File: config.mk
export PLATFORM = sky130hd
export DESIGN_NAME = gate_lane_arbiter_flat
export DESIGN_NICKNAME = d
export VERILOG_FILES = /design/src/rtl/gate_lane_arbiter_pkg.sv /design/src/rtl/gate_lane_arbiter_if.sv /design/src/rtl/gate_lane_arbiter_occupancy_counter.sv /design/src/rtl/gate_lane_arbiter.sv /design/src/flat_wrapper.sv
export SDC_FILE = /design/constraint.sdc
export NUM_CORES = 1
export LEC_CHECK = 0
export ABC_AREA = 1
export CAP_MARGIN = 25
export CORE_ASPECT_RATIO = 0.8
export CORE_MARGIN = 10
export CORE_UTILIZATION = 35
export CTS_CLUSTER_DIAMETER = 120
export DETAILED_ROUTE_END_ITERATION = 8
export PLACE_DENSITY = 0.62
export SYNTH_ARGS = -nofsm -noshare
export SYNTH_HDL_FRONTEND = slang
export SYNTH_HIERARCHICAL = 1
export SYNTH_SLANG_ARGS = --single-unit
File: constraint.sdc
create_clock -name clk -period 1.8 [get_ports clk]
set_input_delay 0.54 -clock clk [delete_from_list [all_inputs] [get_ports clk]]
set_output_delay 0.54 -clock clk [all_outputs]
set_load 0.01 [all_outputs]
File: src/rtl/gate_lane_arbiter_pkg.sv
// Shared types for the single-arm lane arbiter: gate command encoding,
// arbiter FSM states and lane identifiers.
package gate_pkg;

  typedef enum logic [1:0] {
    DOWN       = 2'd0,
    UP_START   = 2'd1,
    UP         = 2'd2,
    DOWN_START = 2'd3
  } tal_t;

  typedef enum logic [1:0] {
    IDLE    = 2'd0,
    OPENING = 2'd1,
    OPEN    = 2'd2,
    CLOSING = 2'd3
  } arb_state_t;

  typedef enum logic {
    LANE_IN  = 1'b0,
    LANE_OUT = 1'b1
  } lane_t;

  function automatic tal_t tal_of(input arb_state_t s);
    case (s)
      OPENING: return UP_START;
      OPEN:    return UP;
      CLOSING: return DOWN_START;
      default: return DOWN;
    endcase
  endfunction

endpackage

File: src/rtl/gate_lane_arbiter_if.sv
// Lane-side bundle: requests and car sensor in, gate command, grants and occupancy out.
interface gate_lane_arbiter_if #(
  parameter int CAPACITY = 8
);
  import gate_pkg::*;

  localparam int OCC_W = $clog2(CAPACITY + 1);

  logic             REQ_IN;
  logic             REQ_OUT;
  logic             C;
  tal_t             TAL;
  logic             GNT_IN;
  logic             GNT_OUT;
  logic [OCC_W-1:0] OCC;
  logic             FULL;
  logic             EMPTY;

  modport master (
    output REQ_IN, REQ_OUT, C,
    input  TAL, GNT_IN, GNT_OUT, OCC, FULL, EMPTY
  );

  modport slave (
    input  REQ_IN, REQ_OUT, C,
    output TAL, GNT_IN, GNT_OUT, OCC, FULL, EMPTY
  );

endinterface

File: src/rtl/gate_lane_arbiter_occupancy_counter.sv
// Saturation-free occupancy counter; the arbiter's eligibility gating keeps it in range.
module occupancy_counter #(
  parameter int CAPACITY = 8
) (
  input  logic                             clk,
  input  logic                             rst,
  input  logic                             inc_i,
  input  logic                             dec_i,
  output logic [$clog2(CAPACITY+1)-1:0]    occ_o,
  output logic                             full_o,
  output logic                             empty_o
);

  localparam int OCC_W = $clog2(CAPACITY + 1);

  logic [OCC_W-1:0] occ_q;

  always_ff @(posedge clk) begin
    if (rst) begin
      occ_q <= '0;
    end else begin
      assert (!(inc_i && dec_i));
      assert (!(inc_i && occ_q == OCC_W'(CAPACITY)));
      assert (!(dec_i && occ_q == '0));
      if (inc_i)      occ_q <= occ_q + 1'b1;
      else if (dec_i) occ_q <= occ_q - 1'b1;
    end
  end

  assign occ_o   = occ_q;
  assign full_o  = (occ_q == OCC_W'(CAPACITY));
  assign empty_o = (occ_q == '0);

endmodule

File: src/rtl/gate_lane_arbiter.sv
// Round-robin arbiter driving one barrier arm through timed open/close phases
// for a shared entry/exit lane, with occupancy tracking.
module gate_lane_arbiter
  import gate_pkg::*;
#(
  parameter int CAPACITY  = 8,
  parameter int OPEN_CYC  = 4,
  parameter int CLOSE_CYC = 4,
  parameter int TIMEOUT   = 16
) (
  input logic                clk,
  input logic                R,
  gate_lane_arbiter_if.slave bus
);

  localparam int OCC_W  = $clog2(CAPACITY + 1);
  localparam int TMAX_A = (OPEN_CYC > CLOSE_CYC) ? OPEN_CYC : CLOSE_CYC;
  localparam int TMAX   = (TMAX_A > TIMEOUT) ? TMAX_A : TIMEOUT;
  localparam int TMR_W  = $clog2(TMAX + 1);

  arb_state_t       state_q, state_d;
  logic [TMR_W-1:0] timer_q, timer_d;
  lane_t            lane_q, lane_d;
  lane_t            last_q, last_d;
  logic             seen_q, seen_d;
  logic             counted_q, counted_d;
  tal_t             tal_q;
  logic             gnt_in_q, gnt_out_q;
  logic             inc, dec;
  logic             elig_in, elig_out;
  logic [OCC_W-1:0] occ;
  logic             full, empty;
  lane_t            pick;

  assign elig_in  = bus.REQ_IN  & ~full;
  assign elig_out = bus.REQ_OUT & ~empty;

  always_comb begin
    state_d   = state_q;
    timer_d   = timer_q;
    lane_d    = lane_q;
    last_d    = last_q;
    seen_d    = seen_q;
    counted_d = counted_q;
    inc       = 1'b0;
    dec       = 1'b0;
    pick      = (elig_in && elig_out) ? ((last_q == LANE_IN) ? LANE_OUT : LANE_IN)
                                      : (elig_in ? LANE_IN : LANE_OUT);
    case (state_q)
      IDLE: begin
        if (elig_in || elig_out) begin
          lane_d  = pick;
          last_d  = pick;
          timer_d = '0;
          state_d = OPENING;
        end
      end
      OPENING: begin
        if (timer_q == TMR_W'(OPEN_CYC - 1)) begin
          timer_d = '0;
          state_d = OPEN;
        end else begin
          timer_d = timer_q + 1'b1;
        end
      end
      OPEN: begin
        if (bus.C) seen_d = 1'b1;
        if (seen_q && !bus.C) begin
          // Only the first completed passage of a grant moves occupancy.
          timer_d = '0;
          state_d = CLOSING;
          if (!counted_q) begin
            counted_d = 1'b1;
            inc       = (lane_q == LANE_IN);
            dec       = (lane_q == LANE_OUT);
          end
        end else if (!seen_q) begin
          if (!bus.C && timer_q == TMR_W'(TIMEOUT - 1)) begin
            timer_d = '0;
            state_d = CLOSING;
          end else begin
            timer_d = timer_q + 1'b1;
          end
        end
      end
      CLOSING: begin
        if (bus.C) begin
          timer_d = '0;
          state_d = OPENING;
        end else if (timer_q == TMR_W'(CLOSE_CYC - 1)) begin
          timer_d   = '0;
          seen_d    = 1'b0;
          counted_d = 1'b0;
          state_d   = IDLE;
        end else begin
          timer_d = timer_q + 1'b1;
        end
      end
      default: state_d = IDLE;
    endcase
  end

  always_ff @(posedge clk) begin
    if (R) begin
      state_q   <= IDLE;
      timer_q   <= '0;
      lane_q    <= LANE_IN;
      last_q    <= LANE_OUT;
      seen_q    <= 1'b0;
      counted_q <= 1'b0;
      tal_q     <= DOWN;
      gnt_in_q  <= 1'b0;
      gnt_out_q <= 1'b0;
    end else begin
      state_q   <= state_d;
      timer_q   <= timer_d;
      lane_q    <= lane_d;
      last_q    <= last_d;
      seen_q    <= seen_d;
      counted_q <= counted_d;
      tal_q     <= tal_of(state_d);
      gnt_in_q  <= (state_d != IDLE) && (lane_d == LANE_IN);
      gnt_out_q <= (state_d != IDLE) && (lane_d == LANE_OUT);
    end
  end

  occupancy_counter #(
    .CAPACITY (CAPACITY)
  ) u_occ (
    .clk     (clk),
    .rst     (R),
    .inc_i   (inc),
    .dec_i   (dec),
    .occ_o   (occ),
    .full_o  (full),
    .empty_o (empty)
  );

  assign bus.TAL     = tal_q;
  assign bus.GNT_IN  = gnt_in_q;
  assign bus.GNT_OUT = gnt_out_q;
  assign bus.OCC     = occ;
  assign bus.FULL    = full;
  assign bus.EMPTY   = empty;

endmodule
File: src/flat_wrapper.sv
// flat-port wrapper written by rule: the top's interface ports become plain ports
module gate_lane_arbiter_flat import gate_pkg::*;
#(
  parameter int CAPACITY  = 8,
  parameter int OPEN_CYC  = 4,
  parameter int CLOSE_CYC = 4,
  parameter int TIMEOUT   = 16
)
  (clk, R, bus_REQ_IN, bus_REQ_OUT, bus_C, bus_TAL, bus_GNT_IN, bus_GNT_OUT, bus_OCC, bus_FULL, bus_EMPTY);
  gate_lane_arbiter_if #(.CAPACITY(CAPACITY)) bus_i ();
  input logic clk;
  input logic R;
  input wire logic [$bits(bus_i.REQ_IN)-1:0] bus_REQ_IN;
  input wire logic [$bits(bus_i.REQ_OUT)-1:0] bus_REQ_OUT;
  input wire logic [$bits(bus_i.C)-1:0] bus_C;
  output wire logic [$bits(bus_i.TAL)-1:0] bus_TAL;
  output wire logic [$bits(bus_i.GNT_IN)-1:0] bus_GNT_IN;
  output wire logic [$bits(bus_i.GNT_OUT)-1:0] bus_GNT_OUT;
  output wire logic [$bits(bus_i.OCC)-1:0] bus_OCC;
  output wire logic [$bits(bus_i.FULL)-1:0] bus_FULL;
  output wire logic [$bits(bus_i.EMPTY)-1:0] bus_EMPTY;
  assign bus_i.REQ_IN = bus_REQ_IN;
  assign bus_i.REQ_OUT = bus_REQ_OUT;
  assign bus_i.C = bus_C;
  assign bus_TAL = bus_i.TAL;
  assign bus_GNT_IN = bus_i.GNT_IN;
  assign bus_GNT_OUT = bus_i.GNT_OUT;
  assign bus_OCC = bus_i.OCC;
  assign bus_FULL = bus_i.FULL;
  assign bus_EMPTY = bus_i.EMPTY;
  gate_lane_arbiter #(.CAPACITY(CAPACITY), .OPEN_CYC(OPEN_CYC), .CLOSE_CYC(CLOSE_CYC), .TIMEOUT(TIMEOUT)) u_core (.clk(clk), .R(R), .bus(bus_i));
endmodule
# Word-level counts from Yosys, hierarchy flattened
# Cells that the tools add are included.
# totals
regBits	19
out_inout_bits	10
wordCells	85
# classes
n_addsub	3
n_eq_ne	15
mux	35
n_bitwise	6
reduce_logical	16
# op_table
cell	n
5-bit 2-to-1 mux	6
5-bit case mux with 4 select lines	1
1-bit 2-to-1 mux	15
2-bit 2-to-1 mux	7
2-bit equality test, second input constant	4
4-bit 2-to-1 mux	2
2-bit case mux with 4 select lines	1
4-bit AND reduction	2
2-bit by 1-bit != test with 1-bit output, second input constant	3
2-bit case mux with 3 select lines	1
2-bit nonzero test	3
5-bit by 1-bit adder with 5-bit output, second input constant	1
5-bit by 2-bit equality test with 1-bit output, second input constant	1
5-bit by 4-bit equality test with 1-bit output, second input constant	1
1-bit logical AND	5
4-bit by 1-bit adder with 4-bit output, second input constant	1
2-bit by 1-bit equality test with 1-bit output, second input constant	2
4-bit equality test, second input constant	1
4-bit zero test	1
2-bit != test, second input constant	2
1-bit inverter	4
1-bit case mux with 2 select lines	2
2-bit AND reduction	2
4-bit by 1-bit subtractor with 4-bit output, second input constant	1
5 further kinds	6

# Logic depth before layout (Yosys ltp)
# Gate-level depths: netlist (run 1).
# logic_depth
depth_word	9
mapped_depth	12
mapped_depth_nobuf	12

# Hierarchy
# The synthesis (run 1) kept the hierarchy.
# by_module_without_submodules
module	n_inst	cells_each	area_each_um2	seq_area_each_um2
gate_lane_arbiter	1	117	784.5	280.3
occupancy_counter	1	36	276.5	80.1

# Worst setup path before layout (run 1)
# OpenSTA, ideal clock, no wires.
# synth_timing
path_kind	reg2reg
from	register u_core.state_q[1]
to	register u_core.u_occ.occ_q[3], in the netlist u_core/u_occ/occ_o[3]
arrival_time_ns	1.807
path_slack_ns	-0.122
path_stages_with_launch	11
synth_period_minus_slack_ns	1.922
cell_sequence	dfxtp_1 inv_2 nor2_4 nand3_1 nor3_1 inv_1 ha_1 a21oi_1 nand3_1 a21oi_1 nor2_1
# synth_between
elab_chain_cells	3
word_cells_on_any_way	5
# synth_rtl
item	line	rtl
start, declared	gate_lane_arbiter.sv:21	arb_state_t state_q, state_d;
start signal, assigned	gate_lane_arbiter.sv:115	state_q <= state_d;
2-bit equality test *	gate_lane_arbiter.sv:49	case (state_q)
1-bit 2-to-1 mux *	gate_lane_arbiter.sv:49	
via u_core.inc	gate_lane_arbiter.sv:29	logic inc, dec;
4-bit 2-to-1 mux / 2-bit nonzero test (equally long branches)	-	
end signal, assigned	gate_lane_arbiter_occupancy_counter.sv:25	if (inc_i) occ_q <= occ_q + 1'b1;
end signal, assigned	gate_lane_arbiter_occupancy_counter.sv:26	else if (dec_i) occ_q <= occ_q - 1'b1;
end, declared	gate_lane_arbiter_occupancy_counter.sv:16	logic [OCC_W-1:0] occ_q;
# Mark *: on every way through the listed nets, which the timed path passes. The rest lies on a longest branch.
# A chain may end at the register's enable or synchronous reset.

# Final worst setup path (run 1)
# layout_timing
from	register u_core.u_occ.occ_q[1], in the netlist u_core/u_occ/occ_o[1]
to	output port bus_EMPTY
# layout_between
elab_chain_cells	1
# layout_rtl
item	line	rtl
4-bit zero test	gate_lane_arbiter_occupancy_counter.sv:32	assign empty_o = (occ_q == '0);
end, declared	flat_wrapper.sv:21	output wire logic [$bits(bus_i.EMPTY)-1:0] bus_EMPTY;
# Every way passes these cells.

==> results of run 1 <==
==> sequential cells by signal (all words and copies together), names as in the netlist <==
signal	cells
u_core/bus.GNT_IN	1
u_core/bus.GNT_OUT	1
u_core/bus.TAL	1
u_core/counted_q	1
u_core/lane_q	1
u_core/last_q	1
u_core/seen_q	1
u_core/state_q	2
u_core/timer_q	5
u_core/u_occ/occ_o	4
==> metal layers <==
| layer | share of wire (%) | global-route usage [%] | up-vias |
|---|---|---|---|
| met2 | 46 | 13.8 | 19 |
| met5 | 0 | 0 | - |
| li1 | - | - | 547 |
| met4 | 1.3 | 3.43 | 0 |
| met1 | 47 | 11.5 | 475 |
| met3 | 5.4 | 3.49 | 5 |
==> cells in the mapped netlist (3+ instances only) <==
cell type / count
nand2_1: 32
inv_1: 21
dfxtp_1: 18
nor2_1: 15
a21oi_1: 14
nand3_1: 8
nand3_2: 5
o21ai_0: 5
a21oi_2: 4
ha_1: 4
nand2_2: 4
nor3_1: 4
inv_2: 3
nor2_2: 3
o21ai_1: 3
==> worst max-delay path, stage by stage, from the launching register on <==
cell             delay [ns]
dfxtp_1                0.31
or2_1                  0.28
nor3_4                 0.16
clkdlybuf4s15_2        0.26
==> cells by family after synthesis <==
| kind of cell | share of synthesized area [%] |
|---|---|
| flip-flops | 34.0 |
| buffers and inverters | 9.91 |
| AND/OR/NAND/NOR | 34.3 |
| adder cells (fa/ha/maj) | 6.60 |
| XOR/XNOR | 0.826 |
| AO/OA/AOI/OAI | 14.4 |
==> repair_timing <==
item	in CTS	in global routing
pin swaps	4	8
buffers inserted	0	1
gates cloned	0	0
gates resized for setup	15	15
setup endpoints to repair	8	10
==> per-stage QoR <==
stage	hold WS (ns)	setup WS [ns]	instances	utilization, %	cell area (um2)
2_1_floorplan	0.443	0.00584	153	-	1080
3_3_place_gp	0.458	-0.470	217	48.3	1370
3_5_place_dp	0.477	-0.518	217	48.3	1370
4_1_cts	0.495	-0.00923	220	50.0	1420
5_1_grt	0.523	-0.0662	221	52.2	1480
6_report	0.493	0.000599	221	52.2	1480
==> final timing paths <==
check	endpoint
min	u_core/last_q
max reg2reg	u_core/u_occ/occ_o[3]
max	bus_EMPTY
min reg2reg	u_core/last_q
==> report_power, final <==
group          switching (W)  leakage (nW)  internal (W)  total (W)
registers         0.00000660         0.148      0.000409   0.000416
logic              0.0000560         0.494     0.0000400  0.0000960
clock network       0.000135        0.0216      0.000149   0.000284
==> final cells by class <==
class	instances	share of cell area, %
Clock buffer	3	2.80
Inverter	25	6.53
Multi-Input combinational cell	108	46.5
Sequential cell	18	24.7
Tap cell	38	3.22
Timing Repair Buffer	29	16.3
==> results.json, run 1 <==
{
  "status": "completed",
  "wire_per_inst_um": 12.0,
  "slew_viol_final": 0,
  "synthArstFlopShare_pct": 0,
  "viasPerCell": 4.73,
  "hp-start": "u_core/last_q",
  "grt_pass1_wl_um": 4080,
  "cp-start-kind": "flip-flop",
  "clock-sinks": 18,
  "fp.coreArea_um2": 2830,
  "clkTransAtPathRegs_ns": 0.07,
  "synthTopCellsByArea": "dfxtp_1 34%, nand2_1 11%, inv_1 7.4%",
  "h-tree-depth": 1,
  "final_common_cell": "nand2_1",
  "synth_top_area_share_pct": 34.0,
  "fp-row-count": 17,
  "rsz0062_at_grt": "true",
  "finalHoldViolations": 0,
  "yosysWarnings": 6,
  "layout-drive-gt1-share_pct": 32.8,
  "finalPower_w": 0.000796,
  "numCtsBuffers": 3,
  "drt_iter0_drc": 60,
  "pwr_density_cell_nw_per_um2": 539,
  "ys_seq_area_share_pct": 34.0,
  "whs_path_depth": 2,
  "layout_worst_path_cycle_share_pct": 100,
  "crit_type": "flip-flop to output pin",
  "vias": 1046,
  "grtUsageTotal_pct": 9.18,
  "cp-end-kind": "output pin",
  "io_pins": 15,
  "synth_ff_type": "dfxtp_1",
  "synth.distinct_cells": 25,
  "crit_start": "u_core/u_occ/occ_o[1]",
  "final.fill_count": 279,
  "r2r_start": "u_core/state_q[1]",
  "syn-num-nets": 163,
  "mostFrequentLayoutCells": "32 x nand2_1, 19 x inv_1, 15 x buf_4, 15 x nor2_1, 15 x dfxtp_1",
  "max_cap_violations": 0,
  "fin_nets": 195,
  "firstDrtPassIters": 4,
  "seq_area_um2": 364,
  "insertion_delay_ns": 0.26,
  "ctsLongestPathBuffers": 2,
  "period_needed_ns": 1.80,
  "wl_um": 2650,
  "syn_to_final_growth_pct": 39.2,
  "ctsHoldBuffers": 0,
  "num_antenna_cells": 0,
  "netlist_area_um2": 1060,
  "postRouteAntennaNets": 0,
  "fmax_ghz": 0.556,
  "multi_input_area_um2": 687,
  "grt_pass1_vias": 913,
  "slew_headroom_pct": 79.8,
  "synth-edff-count": 0,
  "fin_skew_ns": 0.00206,
  "finalSetupViolCount": 0,
  "rr_worst_depth": 11,
  "finalSetupTns_ns": 0,
  "ir_drop_mv": 0.419,
  "yosys.area.top_type": "dfxtp_1",
  "avgSynthCellArea_um2": 6.93,
  "grt_overflow": 0,
  "syn-instance-count": 153,
  "die_width_um": 81.6,
  "hold_path_class": "flip-flop to flip-flop",
  "die_h_um": 69.2,
  "start_util_pct": 37.5,
  "critPathRequiredTime_ns": 1.26,
  "die_area_um2": 5650,
  "p_leak_nw": 0.664,
  "dp_hpwl_um": 2070,
  "worst_pin_slew_ns": 0.303,
  "critPathMaxFanout": 2,
  "ys_ff_latch": 18,
  "gp_congestion": 0.790,
  "cts_tree": "built",
  "antenna_found_initial": 0,
  "crit_arrival_ns": 1.26,
  "grt_max_degree": 10,
  "port_buffers": 14,
  "drc": 0,
  "clock-root-buffer": "clkbuf_8",
  "rrSetupSlack_ns": 0.09
}
(Power assumes the default switching activity.)
==> run 2, diff against run 1 <==
Settings changed: CORE_MARGIN 10 to 2.
==> run 2 against run 1 <==
  * Combinational power up 2%
  * Via count up 2.5%
  * Cell count up 0.90%
  * Largest power group unchanged
  * Highest routed layer unchanged
==> results.json, run 2 (same netlist as run 1, synthesis figures left out) <==
{
  "fin_util_pct": 53.2,
  "port_buffers": 14,
  "cts_tree": "built",
  "num_antenna_cells": 0,
  "viasPerCell": 4.81,
  "grtUsageTotal_pct": 16.8,
  "ctsHoldBuffers": 0,
  "vias": 1072,
  "finalSetupViolCount": 0,
  "postRouteAntennaNets": 0,
  "cp-end-kind": "flip-flop",
  "h-tree-depth": 1,
  "fp-row-count": 17,
  "syn_to_final_growth_pct": 41.7,
  "finalHoldViolations": 0,
  "drt_iter0_drc": 63,
  "io_pins": 15,
  "crit_type": "flip-flop to flip-flop",
  "gp_congestion": 0.778,
  "numCtsBuffers": 3,
  "grt_pass1_vias": 1025,
  "ir_drop_mv": 0.327,
  "final_common_cell": "nand2_1",
  "layout_worst_path_cycle_share_pct": 95.8,
  "top_register": "u_core/timer_q",
  "whs_path_depth": 2,
  "reg2reg_to": "u_core/u_occ/occ_o[3]",
  "clock-sinks": 18,
  "period_needed_ns": 1.73,
  "dp_hpwl_um": 1990,
  "die_h_um": 53.2,
  "pwr_density_cell_nw_per_um2": 566,
  "grt_pass1_wl_um": 4440,
  "wire_per_inst_um": 11.4,
  "hold_path_class": "flip-flop to flip-flop",
  "wl_um": 2540,
  "die_width_um": 65.6,
  "slew_headroom_pct": 75.0,
  "firstDrtPassIters": 4,
  "critPathMaxFanout": 5,
  "drc": 0,
  "slew_viol_final": 0,
  "insertion_delay_ns": 0.26,
  "grt_overflow": 0,
  "grt_max_degree": 11,
  "hp-start": "u_core/last_q",
  "layout-drive-gt1-share_pct": 32.4,
  "placed_cells": 216,
  "rsz0062_at_grt": "true",
  "rrSetupSlack_ns": 0.07,
  "clkTransAtPathRegs_ns": 0.07,
  "largest_register_ffs": 5,
  "status": "completed",
  "antenna_found_initial": 0,
  "fin_skew_ns": 0.00517,
  "r2r_start": "u_core/state_q[1]",
  "holdPathEnd": "u_core/last_q",
  "rr_worst_depth": 11,
  "crit_arrival_ns": 1.88,
  "clock-root-buffer": "clkbuf_8",
  "fp.coreArea_um2": 2830,
  "final_cells": 223,
  "final.fill_count": 252,
  "cp-start-kind": "flip-flop",
  "fin_nets": 196,
  "worst_pin_slew_ns": 0.375,
  "p_leak_nw": 0.703,
  "start_util_pct": 37.5,
  "die_area_um2": 3490,
  "fmax_ghz": 0.580,
  "mostFrequentLayoutCells": "32 x nand2_1, 19 x inv_1, 16 x buf_4, 15 x nor2_1, 15 x dfxtp_1",
  "critPathRequiredTime_ns": 1.96,
  "crit_start": "u_core/state_q[1]",
  "ctsLongestPathBuffers": 2,
  "max_cap_violations": 0
}
## run 2: how the worst max path moves through the flow
stage                                  to  depth (start not counted)
finish              u_core/u_occ/occ_o[3]                         11
global route        u_core/u_occ/occ_o[3]                         11
CTS                             bus_EMPTY                          3
detailed placement  u_core/u_occ/occ_o[3]                         11
global placement    u_core/u_occ/occ_o[3]                         10
floorplan           u_core/u_occ/occ_o[3]                         10
## run 2: critical path: stages, from the launching register on
cell     delay (ns)
dfxtp_2        0.34
inv_2          0.05
nor2_4         0.11
nand3_4        0.09
nor3_4         0.24
inv_4          0.09
ha_4           0.31
inv_1          0.05
nand2_1        0.06
nand3_2        0.08
a21oi_2        0.14
nor2_1         0.06
## run 2: area by class of cell
type / count / area, um2 / area share (%)
multi-input combinational: 108 / 693 / 46.1
sequential: 18 / 364 / 24.2
timing repair buffer: 30 / 248 / 16.5
inverter: 25 / 96.3 / 6.41
clock buffer: 4 / 55.1 / 3.66
tap: 38 / 47.5 / 3.16
## run 2: timing repair
item	CTS	global route
setup endpoints to repair	7	8
gates resized for setup	16	16
endpoints found under the hold margin	0	0
pin swaps	4	11
setup buffers	1	2
## run 2: report_power, final
part / internal [W] / switching (W)
Sequential: 0.000409 / 0.00000622
Combinational: 0.0000404 / 0.0000571
Clock: 0.000195 / 0.000143
Total: 0.000644 / 0.000207
## run 2: routing by layer
metal / GRT usage [%] / part of all wire (%) / vias up
met5: 0 / 0 / -
met4: 4.86 / 0.32 / 0
met3: 4.04 / 5.1 / 3
met2: 27.2 / 48 / 23
met1: 22.3 / 47 / 497
li1: - / - / 549
## run 2: stage by stage
| stage | area, um2 | worst slack, ns | power (W) | TNS [ns] | hold slack, ns |
|---|---|---|---|---|---|
| 3_3_place_gp | 1360 | -0.466 | 0.000516 | -1.70 | 0.459 |
| 6_report | 1500 | 0.0747 | 0.000851 | 0 | 0.497 |
| 5_1_grt | 1500 | -0.0222 | 0.000887 | -0.0257 | 0.535 |
| 3_5_place_dp | 1360 | -0.556 | 0.000518 | -1.91 | 0.482 |
| 4_1_cts | 1450 | -0.00425 | 0.000852 | -0.00425 | 0.498 |
| 2_1_floorplan | 1080 | 0.00584 | 0.000479 | 0 | 0.443 |
==> run 3, diff against run 2 <==
Settings changed: CORE_MARGIN 2 to default.
==> run 3 against run 2 <==
  * First-iteration DRC count shrank 17%
  * Flip-flop and latch count is the same
  * Design area shrank 0.42%
  * Register-to-register slack gained 0.05 ns
  * Sequential power is essentially flat
  * Count of clock-buffer cells in the layout is the same
  * Maximum frequency shrank 3.9%
  * Critical endpoint unchanged
  * Highest routed layer unchanged
==> results.json, run 3 (same netlist as run 1, synthesis figures left out) <==
{
  "cpLargestDelayFamily": "simple AND/OR/NAND/NOR gates",
  "final_common_cell": "nand2_1",
  "insertion_delay_ns": 0.25,
  "max_cap_violations": 0,
  "firstDrtPassIters": 4,
  "die_width_um": 63.6,
  "cp_slowest_stage_delay_ns": 0.28,
  "cp-end-kind": "flip-flop",
  "placed_cells": 216,
  "numCtsBuffers": 3,
  "finalSetupViolCount": 0,
  "dp_hpwl_um": 1860,
  "ctsLongestPathBuffers": 2,
  "crit_type": "input pin to flip-flop",
  "grt_overflow": 0,
  "rsz0062_at_grt": "true",
  "slowest_stage": "ha_4",
  "post-place-ws_ns": -0.520,
  "fmax_ghz": 0.557,
  "drt_iter0_drc": 52,
  "antenna_found_initial": 0,
  "clock-root-buffer": "clkbuf_8",
  "syn_to_final_growth_pct": 41.2,
  "critPathMaxFanout": 4,
  "fin_nets": 196,
  "io_pins": 15,
  "fp-row-count": 17,
  "drc": 0,
  "num_antenna_cells": 0,
  "timing.critical_path.buf_inv": 3,
  "fin_skew_ns": 0.00307,
  "postRouteAntennaNets": 0,
  "cts_tree": "built",
  "gp_congestion": 0.856,
  "fin_ws_ns": 0.00407,
  "final_cells": 223,
  "critPathRequiredTime_ns": 1.95,
  "h-tree-depth": 1,
  "hold_path_class": "flip-flop to flip-flop",
  "top_register": "u_core/timer_q",
  "port_buffers": 14,
  "viasPerCell": 4.61,
  "p_leak_nw": 0.714,
  "layout_worst_path_cycle_share_pct": 99.8,
  "period_needed_ns": 1.80,
  "grt_pass1_vias": 1002,
  "grt_max_degree": 11,
  "finalSetupTns_ns": 0,
  "start_util_pct": 37.8,
  "layout-drive-gt1-share_pct": 32.4,
  "die_h_um": 51.2,
  "crit_path_cell_trace": "dlygate4sd2_1 > inv_2 > nand3_4 > nor3_4 > inv_2 > ha_4 > nand2_1 > nand2_1 > nand3_2 > a21oi_2 > nor2_1",
  "cp-start-kind": "input pin",
  "place_area_um2": 1360,
  "largest_register_ffs": 5,
  "fin_area_um2": 1500,
  "ir_drop_mv": 0.379,
  "status": "completed",
  "die_area_um2": 3260,
  "fp.coreArea_um2": 2810,
  "grt_pass1_wl_um": 4190,
  "slew_viol_final": 0,
  "worst_pin_slew_ns": 0.325,
  "slew_headroom_pct": 78.3,
  "finalHoldViolations": 0,
  "wire_per_inst_um": 11.3,
  "pwr_density_cell_nw_per_um2": 562,
  "grtUsageTotal_pct": 16.7,
  "mostFrequentLayoutCells": "32 x nand2_1, 19 x inv_1, 16 x buf_4, 15 x nor2_1, 15 x dfxtp_1",
  "wl_um": 2520,
  "crit_arrival_ns": 1.94,
  "vias": 1028,
  "clkTransAtPathRegs_ns": 0.07,
  "clock-sinks": 18
}
run 3: path summary, 6_finish.rpt:
path | start | endpoint | slack (ns) | cells past startpoint
setup / recovery | bus_C | u_core/u_occ/occ_o[3] | 0.004 | 11
hold / removal | u_core/last_q | u_core/last_q | 0.49 | 2
setup reg to reg | u_core/state_q[1] | u_core/u_occ/occ_o[3] | 0.12 | 11
hold reg to reg | u_core/last_q | u_core/last_q | 0.49 | 2
run 3: per-stage QoR:
step                power (W)  hold slack, ns  util (%)
floorplan            0.000479           0.443         -
detailed placement   0.000519           0.480      48.4
finish               0.000842           0.492      53.3
global route         0.000877           0.524      53.3
CTS                  0.000847           0.497      51.9
global placement     0.000516           0.455      48.4
run 3: layout make-up:
type | count | area [um2]
fillers | 268 | 1310
multi-input cells | 108 | 686
flip-flops and latches | 18 | 364
repair buffers | 30 | 251
inverters | 25 | 93.8
clock buffers | 4 | 55.1
well taps | 38 | 47.5
run 3: layer usage:
| metal | GRT usage (%) | routed length, um | share of wire [%] |
|---|---|---|---|
| met2 | 28.4 | 1110 | 44 |
| met5 | 0 | 0 | 0 |
| met3 | 4.69 | 67 | 2.7 |
| met1 | 20.9 | 1330 | 53 |
| met4 | 3.79 | 14 | 0.56 |
run 3: tightest hold or removal path: cells and delay by family (launching register included):
kind	cells	cell delay [ns]
AO/OA/AOI/OAI	2	0.12
flip-flops	1	0.34
run 3: repair_timing:
item                                    4_1_cts  5_1_grt
setup buffers                                 2        1
endpoints found under the setup margin        8        7
resized for setup                            15       13
hold buffers                                  0        0
pin swaps                                     4        9
run 3: where the power goes:
part	switching [W]	internal (W)
logic	0.0000558	0.0000389
registers	0.00000644	0.000409
clock network	0.000137	0.000194
==> edit 1, RTL diff (flow settings as in run 1) <==
`CLOSE_CYC` is set to 4 in 2 places; all go to 2.
--- a/src/rtl/gate_lane_arbiter.sv
+++ b/src/rtl/gate_lane_arbiter.sv
@@ -5,7 +5,7 @@
 #(
   parameter int CAPACITY  = 8,
   parameter int OPEN_CYC  = 4,
-  parameter int CLOSE_CYC = 4,
+  parameter int CLOSE_CYC = 2,
   parameter int TIMEOUT   = 16
 ) (
   input logic                clk,
--- a/src/flat_wrapper.sv
+++ b/src/flat_wrapper.sv
@@ -3,7 +3,7 @@
 #(
   parameter int CAPACITY  = 8,
   parameter int OPEN_CYC  = 4,
-  parameter int CLOSE_CYC = 4,
+  parameter int CLOSE_CYC = 2,
   parameter int TIMEOUT   = 16
 )
   (clk, R, bus_REQ_IN, bus_REQ_OUT, bus_C, bus_TAL, bus_GNT_IN, bus_GNT_OUT, bus_OCC, bus_FULL, bus_EMPTY);
Check against the original RTL: not equivalent (a bounded check fails within 10 cycles, from zero or initial values).
==> edit 1 against run 1 <==
  * Wire length rose by 1.2%
  * Area after synthesis rose by 1.9%
  * Register-to-register slack barely moved
  * Global-route usage rose by 0.58 points
  * Cell count rose by 4.1%
  * Total power rose by 5.6%
  * Largest power group unchanged
  * Sequential cell count did not move
  * Setup slack improved by 0.053 ns
  * Cell area rose by 1.9%
==> edit 1: results (changes against run 1) <==
[run_status]
outcome = completed  ; unchanged

[drt]
routedWlPerCell_um = 11.6  ; was 12.0 µm
via_count = 1071  ; was 1046
drtIter0Drc = 74  ; was 60
vias_per_cell = 4.66  ; was 4.73

[synth]
ys_top_cells_by_area = dfxtp_1, nand2_1, inv_1  ; unchanged
avgSynthCellArea_um2 = 6.80  ; was 6.93 µm²
synthTopCellsByCount = nand2_1, inv_1, dfxtp_1  ; unchanged
ys_async_sr_fraction = 0  ; unchanged
synth_fp_nets = 170  ; was 163
synth_top_cell_area_share = 0.333  ; was 0.340
yosysSeqAreaShare = 0.333  ; was 0.340

[global_route]
grt_util_all_layers = 0.0976  ; was 0.0918
grt_max_degree = 11  ; was 10
grt_pass1_vias = 1045  ; was 913
grt_pass1_wl_mm = 4.52  ; was 4.08 mm

[clock_tree]
cts_buffers = 3  ; unchanged
htreeDepth = 1  ; unchanged
clkLatencyLatePin_ns = 0.26  ; about the same

[critical_path]
crit_arrival_ns = 1.21  ; was 1.26 ns
cp_slowest_cell = dfxtp_2  ; was dfxtp_1
reg2reg_from = u_core/state_q[0]  ; was u_core/state_q[1]
critPathLaunch = u_core/u_occ/occ_o[0]  ; was u_core/u_occ/occ_o[1]

[power_and_ir_drop]
p_sw_w = 0.000202  ; was 0.000198 W
vdd.ir_drop.worst_mv = 0.428  ; was 0.419 mV
p_leak_nw = 0.739  ; was 0.664 nW

[timing]
skew_ns = 0.00823  ; was 0.00206 ns

[finish]
layout.nets = 204  ; was 195
drive_above_1_share = 0.260  ; was 0.328

[place]
place_congestion = 0.923  ; was 0.790
dp_hpwl_mm = 2.18  ; was 2.07 mm
dp_cells = 226  ; was 217

[hold_path]
min-delay-start = u_core/last_q  ; unchanged

-- edit 1: worst max-delay path: cells and delay by family (launching register included) --
kind	cells	cell delay [ns]
flip-flops	1	0.32
buffers and inverters	1	0.17
AND/OR/NAND/NOR	2	0.47
-- edit 1: metal layers --
metal / wire, µm / vias to the layer above / GRT usage
li1: - / 563 / -
met1: 1110 / 482 / 0.108
met2: 1440 / 24 / 0.164
met3: 102 / 2 / 0.0245
met4: 22 / 0 / 0.0506
met5: 0 / - / 0
-- edit 1: area by class of cell --
cell class              count  area, µm²  share of cell area
multi-input cells         109        676               0.449
flip-flops and latches     18        364               0.242
repair buffers             30        243               0.161
inverters                  31        119              0.0790
clock buffers               4       55.1              0.0366
well taps                  38       47.5              0.0316
-- edit 1: final timing paths --
path / endpoint / cells past startpoint / slack, ns
worst max-delay path: bus_FULL / 3 / 0.05
worst min-delay path: u_core/last_q / 2 / 0.48
worst max register to register: u_core/u_occ/occ_o[3] / 9 / 0.09
worst min register to register: u_core/last_q / 2 / 0.48
-- edit 1: timing repair --
action,4_1_cts,5_1_grt
endpoints found under the setup margin,9,12
pin swaps,4,9
gates cloned,0,0
gates resized for setup,16,13
hold endpoints to repair,0,0
-- edit 1: cell families (layout without fill, tap and decap cells) --
family                   count (synthesis)  in the layout  share of synthesized area
buffers and inverters                   32             65                      0.115
flip-flops                              18             18                      0.333
XOR/XNOR                                 2              2                     0.0162
AND/OR/NAND/NOR                         78             78                      0.352
AO/OA/AOI/OAI                           23             23                      0.108
adder cells (fa/ha/maj)                  6              6                     0.0764
-- edit 1: per-stage QoR --
step                setup TNS, ns  setup WS (ns)  utilization  instance area, µm²
CTS                       -0.0498        -0.0498        0.524                1490
detailed placement          -1.97         -0.589        0.497                1420
finish                          0         0.0541        0.528                1500
global placement            -1.72         -0.487        0.497                1420
global route              -0.0122        -0.0122        0.528                1500
floorplan                       0        0.00647            -                1120
-- edit 1: power by group through the flow --
stage	registers (W)	clock network, W	logic (W)
floorplan	0.000425	0	0.0000442
global placement	0.000421	0	0.0000884
detailed placement	0.000422	0	0.0000897
CTS	0.000413	0.000348	0.0000891
global route	0.000414	0.000368	0.000101
finish	0.000413	0.000338	0.0000901
==> edit 2, RTL diff (flow settings as in run 1) <==
Made on the original files. Re-encode `arb_state_t` (4 states) as Gray code, 2 bits wide.
--- a/src/rtl/gate_lane_arbiter_pkg.sv
+++ b/src/rtl/gate_lane_arbiter_pkg.sv
@@ -10,10 +10,10 @@
   } tal_t;
 
   typedef enum logic [1:0] {
-    IDLE    = 2'd0,
-    OPENING = 2'd1,
-    OPEN    = 2'd2,
-    CLOSING = 2'd3
+    IDLE    = 2'b00,
+    OPENING = 2'b01,
+    OPEN    = 2'b11,
+    CLOSING = 2'b10
   } arb_state_t;
 
   typedef enum logic {
Behaviour: no difference found for any inputs over 10 cycles, from zero or initial values; not proved beyond that.
==> edit 2 against run 1 <==
  * First-iteration DRC count up 32%
  * Via count shrank 1.2%
  * Sequential cell count unchanged
  * Global-route usage decreased by 0.25 points
  * Sequential power shrank 1%
  * Total power grew 3.6%
  * Area after synthesis down 0.71%
  * Cell area decreased by 1.0%
  * Synthesized cell count unchanged
  * Wire length fell by 2.6%
  * Setup slack improved by 0.077 ns
==> edit 2: results (changes against run 1) <==
[run_status]
outcome = completed  ; unchanged

[drt]
drt-met1-wl_mm = 1.27  ; was 1.25 mm
wl_met2_mm = 1.12  ; was 1.22 mm
routed_wl_mm = 2.58  ; was 2.65 mm
via_count = 1033  ; was 1046
drtIter0Drc = 79  ; was 60

[finish]
clock_cell_area_share = 0.0377  ; was 0.0280
fillers = 281  ; was 279
utilization = 0.517  ; was 0.522
stdcell_count = 222  ; was 221
drive_above_1_share = 0.304  ; was 0.328
seq_share = 0.249  ; was 0.247
multi_input_area_um2 = 672  ; was 687 µm²
diodes = 0  ; unchanged
multi_input_gates = 110  ; was 108
nonClockInverterCount = 23  ; was 25
non_clock_buffer_area_share = 0.158  ; was 0.163

[global_route]
grt_max_degree = 11  ; was 10
grt_pass1_vias = 938  ; was 913
grt_util_all_layers = 0.0894  ; was 0.0918
grt_pass1_wl_mm = 4.11  ; was 4.08 mm
grtUsageMet1 = 0.122  ; was 0.115
grt_util_met3 = 0.0362  ; was 0.0349
grt_util_met2 = 0.122  ; was 0.138

[power_and_ir_drop]
p_total_w = 0.000825  ; was 0.000796 W
p_seq_frac = 0.498  ; was 0.522
p_sw_w = 0.000192  ; was 0.000198 W
pwr-share-comb = 0.095  ; was 0.121
vdd.ir_drop.worst_mv = 0.397  ; was 0.419 mV
p_leak_nw = 0.684  ; was 0.664 nW

[synth]
ys_seq_elements = 18  ; unchanged
synth_cell_types = 24  ; was 25
yosysSeqAreaShare = 0.342  ; was 0.340
ys_top_cells_by_area = dfxtp_1, nand2_1, a21oi_1  ; was dfxtp_1, nand2_1, inv_1

[place]
pre_cts_slack_ns = -0.534  ; was -0.518 ns
placed_area_um2 = 1380  ; was 1370 µm²
dp_hpwl_mm = 2.05  ; was 2.07 mm
place_congestion = 0.889  ; was 0.790

[timing]
worst_pin_slew_ns = 0.276  ; was 0.303 ns
skew_ns = 0.00372  ; was 0.00206 ns

[critical_path]
crit_arrival_ns = 1.18  ; was 1.26 ns

-- edit 2: final timing paths --
check	endpoint	cells past startpoint	slack (ns)
worst max-delay path	bus_FULL	3	0.08
worst min-delay path	u_core/last_q	2	0.48
worst max register to register	u_core/u_occ/occ_o[3]	10	0.08
worst min register to register	u_core/last_q	2	0.48
-- edit 2: what timing repair did --
item | in CTS | in global routing
pin swaps | 3 | 6
setup endpoints to repair | 10 | 9
setup buffers | 0 | 0
gates resized for setup | 13 | 16
hold buffers | 0 | 0
-- edit 2: logic make-up (layout without fill, tap and decap cells) --
logic type | Yosys count | in the layout | share of synthesized area
buffers and inverters | 25 | 56 | 0.0962
flip-flops | 18 | 18 | 0.342
AO/OA/AOI/OAI | 24 | 24 | 0.120
adder cells (fa/ha/maj) | 5 | 5 | 0.0665
AND/OR/NAND/NOR | 80 | 80 | 0.367
XOR/XNOR | 1 | 1 | 0.00832
